==> src/rtl/bpd_upd_sched_pkg.sv <==
// Shared types and defaults for the predictor update scheduler.
// Retire entry layout helpers and PHT counter init values.
package bpd_upd_sched_pkg;

   localparam int GLOG_DEF  = 12;
   localparam int LLOG_DEF  = 10;
   localparam int DEPTH_DEF = 4;
   localparam int STARVE_DEF = 3;

   // PHT counter init values (weakly not-taken)
   localparam logic [1:0] SATCNTINIT2 = 2'b01;
   localparam logic [2:0] SATCNTINIT3 = 3'b011;

   typedef enum logic {
      S_INIT,
      S_RUN
   } state_t;

   // entry = {idx[GLOG], bhr[GLOG], lochist[LLOG], dir}
   function automatic int ent_w(int g, int l);
      return 2 * g + l + 1;
   endfunction

   function automatic int off_loch();
      return 1;
   endfunction

   function automatic int off_bhr(int l);
      return 1 + l;
   endfunction

   function automatic int off_idx(int g, int l);
      return 1 + l + g;
   endfunction

endpackage

==> src/rtl/bpd_upd_fifo.sv <==
// Retire-outcome FIFO for the predictor update scheduler.
// Synchronous, DEPTH entries, full/empty flags.
module bpd_upd_fifo #(
   parameter int W     = 35,
   parameter int DEPTH = 4
) (
   input  logic         clock,
   input  logic         reset_n,
   input  logic         push,
   input  logic         pop,
   input  logic [W-1:0] din,
   output logic [W-1:0] dout,
   output logic         full,
   output logic         empty
);

   localparam int AW = $clog2(DEPTH);

   logic [W-1:0] mem [DEPTH];
   logic [AW:0]  wr_ptr;
   logic [AW:0]  rd_ptr;

   assign empty = (wr_ptr == rd_ptr);
   assign full  = (wr_ptr[AW] != rd_ptr[AW]) &&
                  (wr_ptr[AW-1:0] == rd_ptr[AW-1:0]);
   assign dout  = mem[rd_ptr[AW-1:0]];

   // pointer update; reset empties the queue
   always_ff @(posedge clock or posedge reset_n) begin
      if (reset_n) begin
         wr_ptr <= '0;
         rd_ptr <= '0;
      end else begin
         if (push)
            wr_ptr <= wr_ptr + 1'b1;
         if (pop)
            rd_ptr <= rd_ptr + 1'b1;
      end
   end

   // storage write, data needs no reset
   always_ff @(posedge clock) begin
      if (push)
         mem[wr_ptr[AW-1:0]] <= din;
   end

endmodule

==> src/rtl/bpd_upd_sched.sv <==
// PHT port scheduler: init sweep, retire-update arbitration
// against fetch lookups, and BHR restore on flush.
module bpd_upd_sched
   import bpd_upd_sched_pkg::*;
#(
   parameter int GLOG       = GLOG_DEF,
   parameter int LLOG       = LLOG_DEF,
   parameter int DEPTH      = DEPTH_DEF,
   parameter int STARVE_MAX = STARVE_DEF
) (
   input  logic            clock,
   input  logic            reset_n,
   input  logic            ret_valid_i,
   output logic            ret_ready_o,
   input  logic [63:0]     ret_pc_i,
   input  logic [GLOG-1:0] ret_bhr_i,
   input  logic [LLOG-1:0] ret_lochist_i,
   input  logic            ret_brdir_i,
   input  logic            rd_req_i,
   output logic            rd_grant_o,
   output logic            upd_we_o,
   output logic            upd_init_o,
   output logic [GLOG-1:0] upd_gidx_o,
   output logic [LLOG-1:0] upd_lidx_o,
   output logic            upd_brdir_o,
   output logic            init_done_o,
   input  logic            flush_i,
   output logic            bhr_rst_valid_o,
   output logic [GLOG-1:0] bhr_rst_o
);

   localparam int EW = ent_w(GLOG, LLOG);
   localparam int OL = off_loch();
   localparam int OB = off_bhr(LLOG);
   localparam int OI = off_idx(GLOG, LLOG);
   localparam int SW = $clog2(STARVE_MAX + 1);
   localparam logic [SW-1:0] SMAX = SW'(STARVE_MAX);

   state_t          state;
   state_t          state_nxt;
   logic [GLOG-1:0] cnt;
   logic [SW-1:0]   starve;
   logic [GLOG-1:0] last_ret;
   logic [GLOG-1:0] new_ret;
   logic            full;
   logic            empty;
   logic            push;
   logic            pop;
   logic [EW-1:0]   din;
   logic [EW-1:0]   head;
   logic            unused_pc;

   assign unused_pc = ^{ret_pc_i[63:GLOG+2], ret_pc_i[1:0]};

   assign din = {ret_pc_i[GLOG+1:2], ret_bhr_i,
                 ret_lochist_i, ret_brdir_i};
   assign push = ret_valid_i & ret_ready_o;
   assign new_ret = {ret_bhr_i[GLOG-2:0], ret_brdir_i};

   bpd_upd_fifo #(
      .W     (EW),
      .DEPTH (DEPTH)
   ) u_fifo (
      .clock   (clock),
      .reset_n (reset_n),
      .push    (push),
      .pop     (pop),
      .din     (din),
      .dout    (head),
      .full    (full),
      .empty   (empty)
   );

   // port arbitration, write-side outputs and next state
   always_comb begin
      state_nxt   = state;
      pop         = 1'b0;
      ret_ready_o = 1'b0;
      rd_grant_o  = 1'b0;
      upd_we_o    = 1'b0;
      upd_init_o  = 1'b0;
      upd_gidx_o  = '0;
      upd_lidx_o  = '0;
      upd_brdir_o = 1'b0;
      if (!reset_n) begin
         ret_ready_o = !full;
         unique case (state)
            S_INIT: begin
               upd_we_o   = 1'b1;
               upd_init_o = 1'b1;
               upd_gidx_o = cnt;
               upd_lidx_o = cnt[LLOG-1:0];
               if (cnt == '1)
                  state_nxt = S_RUN;
            end
            S_RUN: begin
               pop = !empty &
                     (!rd_req_i | full | (starve == SMAX));
               rd_grant_o = rd_req_i & !pop;
               if (pop) begin
                  upd_we_o    = 1'b1;
                  upd_gidx_o  = head[OI +: GLOG] ^
                                head[OB +: GLOG];
                  upd_lidx_o  = head[OL +: LLOG];
                  upd_brdir_o = head[0];
               end
            end
            default: state_nxt = S_INIT;
         endcase
      end
   end

   // FSM, sweep counter, starve counter and restore registers
   always_ff @(posedge clock or posedge reset_n) begin
      if (reset_n) begin
         state           <= S_INIT;
         cnt             <= '0;
         init_done_o     <= 1'b0;
         starve          <= '0;
         last_ret        <= '0;
         bhr_rst_valid_o <= 1'b0;
         bhr_rst_o       <= '0;
      end else begin
         state <= state_nxt;
         if (state == S_INIT) begin
            cnt <= cnt + 1'b1;
            if (cnt == '1)
               init_done_o <= 1'b1;
         end
         if (state != S_RUN || empty || pop)
            starve <= '0;
         else if (starve != SMAX)
            starve <= starve + 1'b1;
         if (push)
            last_ret <= new_ret;
         bhr_rst_valid_o <= flush_i;
         if (flush_i)
            bhr_rst_o <= push ? new_ret : last_ret;
      end
   end

endmodule

==> config.mk <==
export PLATFORM = sky130hd
export DESIGN_NAME = bpd_upd_sched
export DESIGN_NICKNAME = d
export VERILOG_FILES = /design/src/rtl/bpd_upd_sched_pkg.sv /design/src/rtl/bpd_upd_fifo.sv /design/src/rtl/bpd_upd_sched.sv
export SDC_FILE = /design/constraint.sdc
export NUM_CORES = 1
export LEC_CHECK = 0
export CELL_PAD_IN_SITES_DETAIL_PLACEMENT = 2
export CELL_PAD_IN_SITES_GLOBAL_PLACEMENT = 2
export CORE_UTILIZATION = 42
export CTS_CLUSTER_SIZE = 8
export DETAILED_ROUTE_END_ITERATION = 10
export PLACE_DENSITY = 0.87
export SYNTH_ARGS = -nofsm -noshare
export SYNTH_HDL_FRONTEND = slang
export SYNTH_SLANG_ARGS = --single-unit
==> constraint.sdc <==
create_clock -name clock -period 6.2 [get_ports clock]
set_input_delay 1.86 -clock clock [delete_from_list [all_inputs] [get_ports clock]]
set_output_delay 1.86 -clock clock [all_outputs]
set_load 0.01 [all_outputs]
### Word level (Yosys, flattened, before mapping)

Memories as Yosys holds them, arrays and structs flattened.
Cells that the tools add are included.

| operators by class | value |
|---|---|
| equal/unequal tests | 6 |
| reductions and logical operators | 9 |
| add/sub/neg operators | 4 |
| bitwise logic cells | 7 |
| mux-type cells | 26 |

Operator list:

| cell | count |
|---|---|
| two-way mux 12 bit | 3 |
| case mux 12 bit (2 select lines) | 1 |
| two-way mux 10 bit | 2 |
| case mux 10 bit (2 select lines) | 1 |
| two-way mux 1 bit | 16 |
| adder 12 x 1 -> 12 bit (second input constant) | 1 |
| equality test 12 bit (second input constant) | 1 |
| bitwise XOR 12 bit | 1 |
| adder 3 x 1 -> 3 bit (second input constant) | 2 |
| zero test 1 bit | 4 |
| two-way mux 2 bit | 2 |
| AND 1 bit | 3 |
| equality test 3 bit | 1 |
| adder 2 x 1 -> 2 bit (second input constant) | 1 |
| equality test 2 bit | 1 |
| equality test 2 bit (second input constant) | 1 |
| logical OR 1 bit | 2 |
| inequality test 2 bit (second input constant) | 1 |
| OR 1 bit | 2 |
| case mux 1 bit (2 select lines) | 1 |
| AND reduction 2 bit | 1 |
| nonzero test 2 bit | 1 |
| logical AND 1 bit | 1 |
| inequality test 1 bit | 1 |
| inverter 1 bit | 1 |

| word-level totals | value |
|---|---|
| input port bits | 92 |
| memory bits (writable) | 140 |
| output and inout port bits | 41 |
| flip-flop bits (word level) | 47 |
| word-level logic and storage cells | 62 |
| memories | 1 |

Memories:

| name | words | bits a word | read ports | clocked after memory_dff | wr ports | RTL line | text |
|---|---|---|---|---|---|---|---|
| u_fifo.mem | 4 | 35 | 1 | 0 | 1 | bpd_upd_fifo.sv:19 | `logic [W-1:0] mem [DEPTH];` |

### Longest topological paths before layout

Gate-level depths: netlist of the first run.

| depth | value |
|---|---|
| depth after elaboration | 9 |
| mapped depth | 6 |
| depth with buffers taken out | 5 |

### By module

From an unflattened synthesis of the first run, not the netlist that was laid out.

| second synthesis, totals | value |
|---|---|
| cells, all modules | 400 |
| area, all modules | 7617.3 µm² |

Modules (own cells, without submodules):

| module | seq. area each (µm²) | cells each | area an instance (µm²) | instances |
|---|---|---|---|---|
| bpd_upd_fifo | 4354.2 | 214 | 5456.5 | 1 |
| bpd_upd_sched | 1026.0 | 186 | 2160.8 | 1 |

### Least setup slack after synthesis of the first run

OpenSTA, ideal clock, no wires.

| timing | value |
|---|---|
| kind | input-to-output |
| start point | input port reset_n |
| end point | output port ret_ready_o |
| stages on the path | 2 |
| data arrival time | 3.304 ns |
| setup slack | 1.036 ns |
| required time | 4.340 ns |
| path buffers | 0 |
| cell sequence | inv_1 o31a_2 |

| on the way | value |
|---|---|
| cells in the longest elaborated chain, start to end | 1 |

Ends and longest elaborated chain:

| element | RTL line | text |
|---|---|---|
| start: declaration | bpd_upd_sched.sv:12 | `input logic reset_n,` |
| two-way mux 1 bit | bpd_upd_sched.sv:85 | `if (!reset_n) begin` |
| end: declaration | bpd_upd_sched.sv:14 | `output logic ret_ready_o,` |

Every way passes these cells.

### Worst setup path in the final report of the first run

| timing | value |
|---|---|
| start point | input port rd_req_i |
| end point | output port upd_gidx_o[1] |

| on the way | value |
|---|---|
| cells in the longest elaborated chain, start to end | 7 |

Ends and longest elaborated chain:

| element | RTL line | text |
|---|---|---|
| start: declaration | bpd_upd_sched.sv:19 | `input logic rd_req_i,` |
| zero test 1 bit | bpd_upd_sched.sv:98 | `(!rd_req_i \| full \| (starve == SMAX));` |
| OR 1 bit (2 in series) | bpd_upd_sched.sv:98 |  |
| AND 1 bit | bpd_upd_sched.sv:97 | `pop = !empty &` |
| two-way mux 12 bit | bpd_upd_sched.sv:100 | `if (pop) begin` |
| case mux 12 bit (2 select lines) | bpd_upd_sched.sv:87 | `unique case (state)` |
| two-way mux 12 bit | bpd_upd_sched.sv:85 |  |
| end: declaration | bpd_upd_sched.sv:23 | `output logic [GLOG-1:0] upd_gidx_o,` |

Every way passes these cells.

==> flow_summary.json, run 1 <==
{
  "period_needed_ps": 6110,
  "maxSlewViolCount": 0,
  "path_common_cell": "clkdlybuf4s50_1",
  "seq_power_share_pct": 50.4,
  "clock_power_share_pct": 34.1,
  "start_kind": "input port",
  "relSlewSlack_pct": 21.9,
  "status": "complete, no violations",
  "cts_sinks": 187,
  "drc": 0,
  "crit_chain": "clkdlybuf4s50_1 -> nor2b_1 -> o21ai_0 -> a21boi_4 -> a2111oi_0 -> buf_4 -> clkdlybuf4s50_1",
  "slowest_stage": "clkdlybuf4s50_1",
  "setup_viol_count_final": 0,
  "core_area_um2": 17500,
  "fin_area_um2": 9320,
  "htreeDepth": 4,
  "gp_congestion": 0.747,
  "powerDensity_nw_per_um2": 342,
  "antenna_found_initial": 1,
  "synth_nets": 517,
  "final_antenna_net_count": 0,
  "syn_inst": 418,
  "fin_hold_ws_ps": 489,
  "cts-buffers-inserted": 17,
  "ctsRootBufferMaster": "clkbuf_16",
  "min_path_type": "register to register",
  "switching_share_pct": 25.6,
  "viasPerCell": 5.41,
  "synth_area_per_cell_um2": 18.3,
  "clockBufferDepth": 2,
  "layout_setup_ws_ps": 86.2,
  "p_int_mw": 2.37,
  "finalNetCount": 614,
  "cts_tree": "done",
  "worstSetupPathType": "input port to output port",
  "grt_usage_pct": 22.9,
  "p_leak_nw": 3.28,
  "crit_path_end_kind": "output port",
  "area_delta_synth_final_pct": 22.1,
  "fin_skew_ps": 10.3,
  "hold_viol_final": 0,
  "pwr-share-comb_pct": 15.5,
  "dpl_cell_area_um2": 8730,
  "critPathRequiredTime_ps": 4340,
  "ys_seq_area_share_pct": 70.4,
  "arrival_ps": 4250,
  "insertion_delay_ps": 440,
  "slowest_delay_ps": 530,
  "diodes": 0,
  "overflow": 0,
  "grt_pass1_wl_um": 29600,
  "irDropWorstVdd_mv": 0.283,
  "synth_area_um2": 7640,
  "vias": 4070,
  "ioPinCount": 133,
  "port_buffers": 80,
  "grt_max_degree": 51,
  "path_clk_slew_ps": 60,
  "worst_slew_pin_slew_ps": 1170,
  "p_total_mw": 3.19,
  "fp.dieW_um": 137,
  "dieArea_um2": 18700,
  "fmax_mhz": 164,
  "drtIter0Drc": 208,
  "floorplan.initialDensity_pct": 43.6,
  "wl_per_cell_um": 26.1,
  "cp_max_fo": 14,
  "dr.pass1.iters": 4,
  "finalSetupTns_ps": 0,
  "post-place-ws_ps": 42.7,
  "ys_types": 37,
  "die_y_um": 137,
  "post_cts_buffers": 0,
  "ys_seq_elements": 187,
  "p_sw_mw": 0.815,
  "routed_wl_um": 19700,
  "row_count": 48,
  "drive_gt1_share_pct": 19.1,
  "dpl.hpwl_um": 13300,
  "maxCapViolCount": 0,
  "yosys_warnings": 0,
  "grt_pass1_vias": 4713,
  "min_period_over_period_pct": 98.6
}
synth_stat cells, drive strengths merged:
cell type	number	share of area [%]
a31o	1	0.11
o211a	1	0.13
nand2	4	0.20
o31a	1	0.13
and4	1	0.11
nor2	12	0.59
and3	11	0.90
mux2i	9	1.2
ha	7	1.1
dlygate4sd1	1	0.11
nand3	7	0.46
a31oi	1	0.082
and4b	1	0.13
nand2b	1	0.082
buf	8	0.66
nor2b	4	0.33
inv	4	0.20
edfxtp	140	55
dfrtp	47	15
xnor2	56	6.4
o311ai	1	0.34
a21oi	3	0.20
clkbuf	6	0.43
a21boi	2	0.25
mux4	23	6.8
xor2	13	1.7
nor3	11	0.72
o21ai	6	0.39
a21o	1	0.098
a2111oi	8	0.92
mux2	27	4.8
logic make-up after synthesis:
kind of cell,share of synthesized area [%]
flip-flops,70.4
XOR/XNOR,8.11
multiplexers,12.7
AND/OR/NAND/NOR,3.52
AO/OA/AOI/OAI,2.65
buffers and inverters,1.39
adder cells (fa/ha/maj),1.15
routing by layer:
layer | vias up | GRT usage (%) | routed length [um]
li1 | 1788 | - | -
met1 | 2157 | 26.3 | 7650
met2 | 107 | 42.0 | 10800
met3 | 18 | 4.93 | 933
met4 | 0 | 8.18 | 289
met5 | - | 0 | 0
registers in the layout (all words and copies together) (netlist names):
name	cells
cnt	12
starve	2
init_done_o	1
u_fifo.mem	140
bhr_rst_o	12
state	1
last_ret	12
bhr_rst_valid_o	1
u_fifo.rd_ptr	3
u_fifo.wr_ptr	3
cells in the final DEF, fill, tap and decap left out, types with 2 or more instances in the layout:
master and count:
xor2_1 11, edfxtp_1 140, bufinv_16 2, nand2_1 4, nor2b_1 4, clkinv_4 5
nor3_1 11, mux2i_1 9, clkbuf_16 17, nor2_1 12, clkinv_2 2, dfrtp_1 47
clkdlybuf4s50_1 80, xnor2_1 56, nand3_1 7, clkinvlp_4 3, a2111oi_0 7, inv_1 3
mux4_2 23, buf_4 13, ha_1 7, o21ai_0 6, a21oi_1 3, and3_1 11
mux2_4 16, xor2_2 2, mux2_2 11
stage by stage:
stage,util [%],std cells
detailed placement,49.8,721
global placement,49.8,721
global route,53.2,753
floorplan,-,418
finish,53.2,753
CTS,53.1,753
path summary, 6_finish.rpt:
path	cells after the start	slack, ps	from	end
worst max-delay path	7	90	rd_req_i	upd_gidx_o[1]
worst min-delay path	1	490	init_done_o	init_done_o
worst max register to register	4	3200	u_fifo.rd_ptr[0]	u_fifo.mem[3][25]
worst min register to register	1	490	init_done_o	init_done_o
max in group asynchronous	3	3600	reset_n	bhr_rst_o[5]
min in group asynchronous	3	2140	reset_n	starve[0]
power groups by stage:
stage	Clock, mW	Combinational [mW]	Sequential (mW)
2_1_floorplan	0	0.259	1.62
3_3_place_gp	0	0.442	1.61
3_5_place_dp	0	0.488	1.63
4_1_cts	1.10	0.501	1.61
5_1_grt	1.14	0.530	1.62
6_report	1.09	0.494	1.60
cell type report:
class | count | area [um2]
Sequential cell | 187 | 5380
Tap cell | 225 | 282
Timing Repair Buffer | 93 | 898
Inverter | 4 | 15.0
Clock buffer | 19 | 443
Clock inverter | 13 | 145
Multi-Input combinational cell | 212 | 2160
Fill cell | 1553 | 8210
critical path: cells and delay by family:
family | cells | cell delay (ps)
buf+inv | 3 | 1230
simple gates | 1 | 180
compound gates | 3 | 970
repair_timing:
item	in CTS	in global routing
hold buffers	0	0
endpoints found under the hold margin	0	0
resized for setup	0	2
setup endpoints to repair	0	1
(Power assumes the default switching activity.)
==> inputs of run 2 (changes only) <==
Settings changed: RECOVER_POWER set to 25.
==> run 2 against run 1 <==
Net effect: sequential power barely moved; total power is 0.13% lower; cell count did not move; sequential cell count stayed put; combinational power hardly changed; clock power about the same; die area is the same; first-iteration DRC count unchanged; global-route usage unchanged; clock skew barely moved; routed wire length rose by 0.18%; fmax about the same; critical endpoint unchanged; highest routed layer unchanged.
==> flow_summary.json, run 2 (synthesized netlist as in run 1, its figures left out) <==
{
  "status": "complete, no violations",
  "drtIter0Drc": 208,
  "overflow": 0,
  "p_leak_nw": 3.28,
  "min_path_type": "register to register",
  "maxCapViolCount": 0,
  "maxSlewViolCount": 0,
  "vias": 4054,
  "period_needed_ps": 6110,
  "grt_max_degree": 51,
  "dieArea_um2": 18700,
  "cts-buffers-inserted": 17,
  "powerDensity_nw_per_um2": 341,
  "fmax_mhz": 164,
  "rr_worst_depth": 4,
  "layout_common_cells": "edfxtp_1 (140), xnor2_1 (56), clkdlybuf4s50_1 (56), dfrtp_1 (47), dlygate4sd3_1 (24)",
  "htreeDepth": 4,
  "dpl.hpwl_um": 13300,
  "hold_start": "init_done_o",
  "die_y_um": 137,
  "grt_usage_pct": 22.9,
  "finalNetCount": 614,
  "cts_sinks": 187,
  "cts_tree": "done",
  "grt_pass1_vias": 4713,
  "gp_congestion": 0.747,
  "viasPerCell": 5.38,
  "relSlewSlack_pct": 22.1,
  "wl_per_cell_um": 26.2,
  "worst_slew_pin_slew_ps": 1170,
  "drc": 0,
  "area_delta_synth_final_pct": 22.0,
  "ctsRootBufferMaster": "clkbuf_16",
  "path_clk_slew_ps": 60,
  "holdPathStages": 1,
  "post_cts_buffers": 0,
  "fin_skew_ps": 10.8,
  "min_period_over_period_pct": 98.6,
  "p_total_mw": 3.18,
  "diodes": 0,
  "r2r_end": "u_fifo.mem[1][3]",
  "start_kind": "input port",
  "insertion_delay_ps": 440,
  "critPathRequiredTime_ps": 4340,
  "fp.dieW_um": 137,
  "mostFrequentLayoutCell": "edfxtp_1",
  "post-route-util_pct": 53.1,
  "port_buffers": 80,
  "clockBufferDepth": 2,
  "floorplan.initialDensity_pct": 43.6,
  "crit_start": "rd_req_i",
  "final_antenna_net_count": 0,
  "irDropWorstVdd_mv": 0.283,
  "largest_register_ffs": 140,
  "worstSetupPathType": "input port to output port",
  "core_area_um2": 17500,
  "regToRegSetupSlack_ps": 3190,
  "grt_pass1_wl_um": 29600,
  "hold_viol_final": 0,
  "fin_hold_ws_ps": 489,
  "crit_path_end_kind": "output port",
  "fin_area_um2": 9320,
  "drive_gt1_share_pct": 18.9,
  "routed_wl_um": 19700,
  "arrival_ps": 4250,
  "dpl_cell_area_um2": 8730,
  "setup_viol_count_final": 0,
  "dr.pass1.iters": 4,
  "ioPinCount": 133,
  "row_count": 48,
  "antenna_found_initial": 1,
  "min_to": "init_done_o",
  "r2r_start": "u_fifo.rd_ptr[0]",
  "cp_max_fo": 14
}
## run 2: stage by stage
stage               setup slack (ps)  std cells  TNS, ps
global route                   -7.92        753    -7.92
global placement                 251        721        0
CTS                             5.59        753        0
floorplan                       1040        418        0
finish                          86.0        753        0
detailed placement              42.7        721        0
## run 2: metal layers
metal / global-route usage, % / routed length, um / up-vias
met5: 0 / 0 / -
met4: 8.18 / 255 / 0
met3: 4.93 / 932 / 16
met2: 42.0 / 10900 / 111
met1: 26.3 / 7630 / 2139
li1: - / - / 1788
## run 2: cell type report
type | count | area [um2]
Fill cell | 1553 | 8220
Clock inverter | 13 | 145
Inverter | 4 | 15.0
Multi-Input combinational cell | 212 | 2160
Tap cell | 225 | 282
Sequential cell | 187 | 5380
Clock buffer | 19 | 443
Timing Repair Buffer | 93 | 895
## run 2: critical path: stages
cell and delay, ps:
clkdlybuf4s50_1 470, nor2b_1 180, o21ai_0 230, a21boi_4 230
a2111oi_0 510, buf_4 230, clkdlybuf4s50_1 530
## run 2: power breakdown
| group | switching [mW] | internal, mW | total, mW |
|---|---|---|---|
| Sequential | 0.0830 | 1.52 | 1.60 |
| Clock | 0.478 | 0.607 | 1.08 |
| Combinational | 0.253 | 0.239 | 0.491 |
## run 2: timing repair
action / 4_1_cts / 5_1_grt
gates resized for setup: 0 / 2
endpoints found under the setup margin: 0 / 1
hold buffers: 0 / 0
## run 2: worst max path at each step
stage	slack, ps	end
2_1_floorplan	1040	ret_ready_o
5_1_grt	-8	upd_gidx_o[1]
3_3_place_gp	250	upd_gidx_o[4]
4_1_cts	6	upd_gidx_o[4]
6_report	90	upd_gidx_o[1]
3_5_place_dp	40	upd_gidx_o[4]
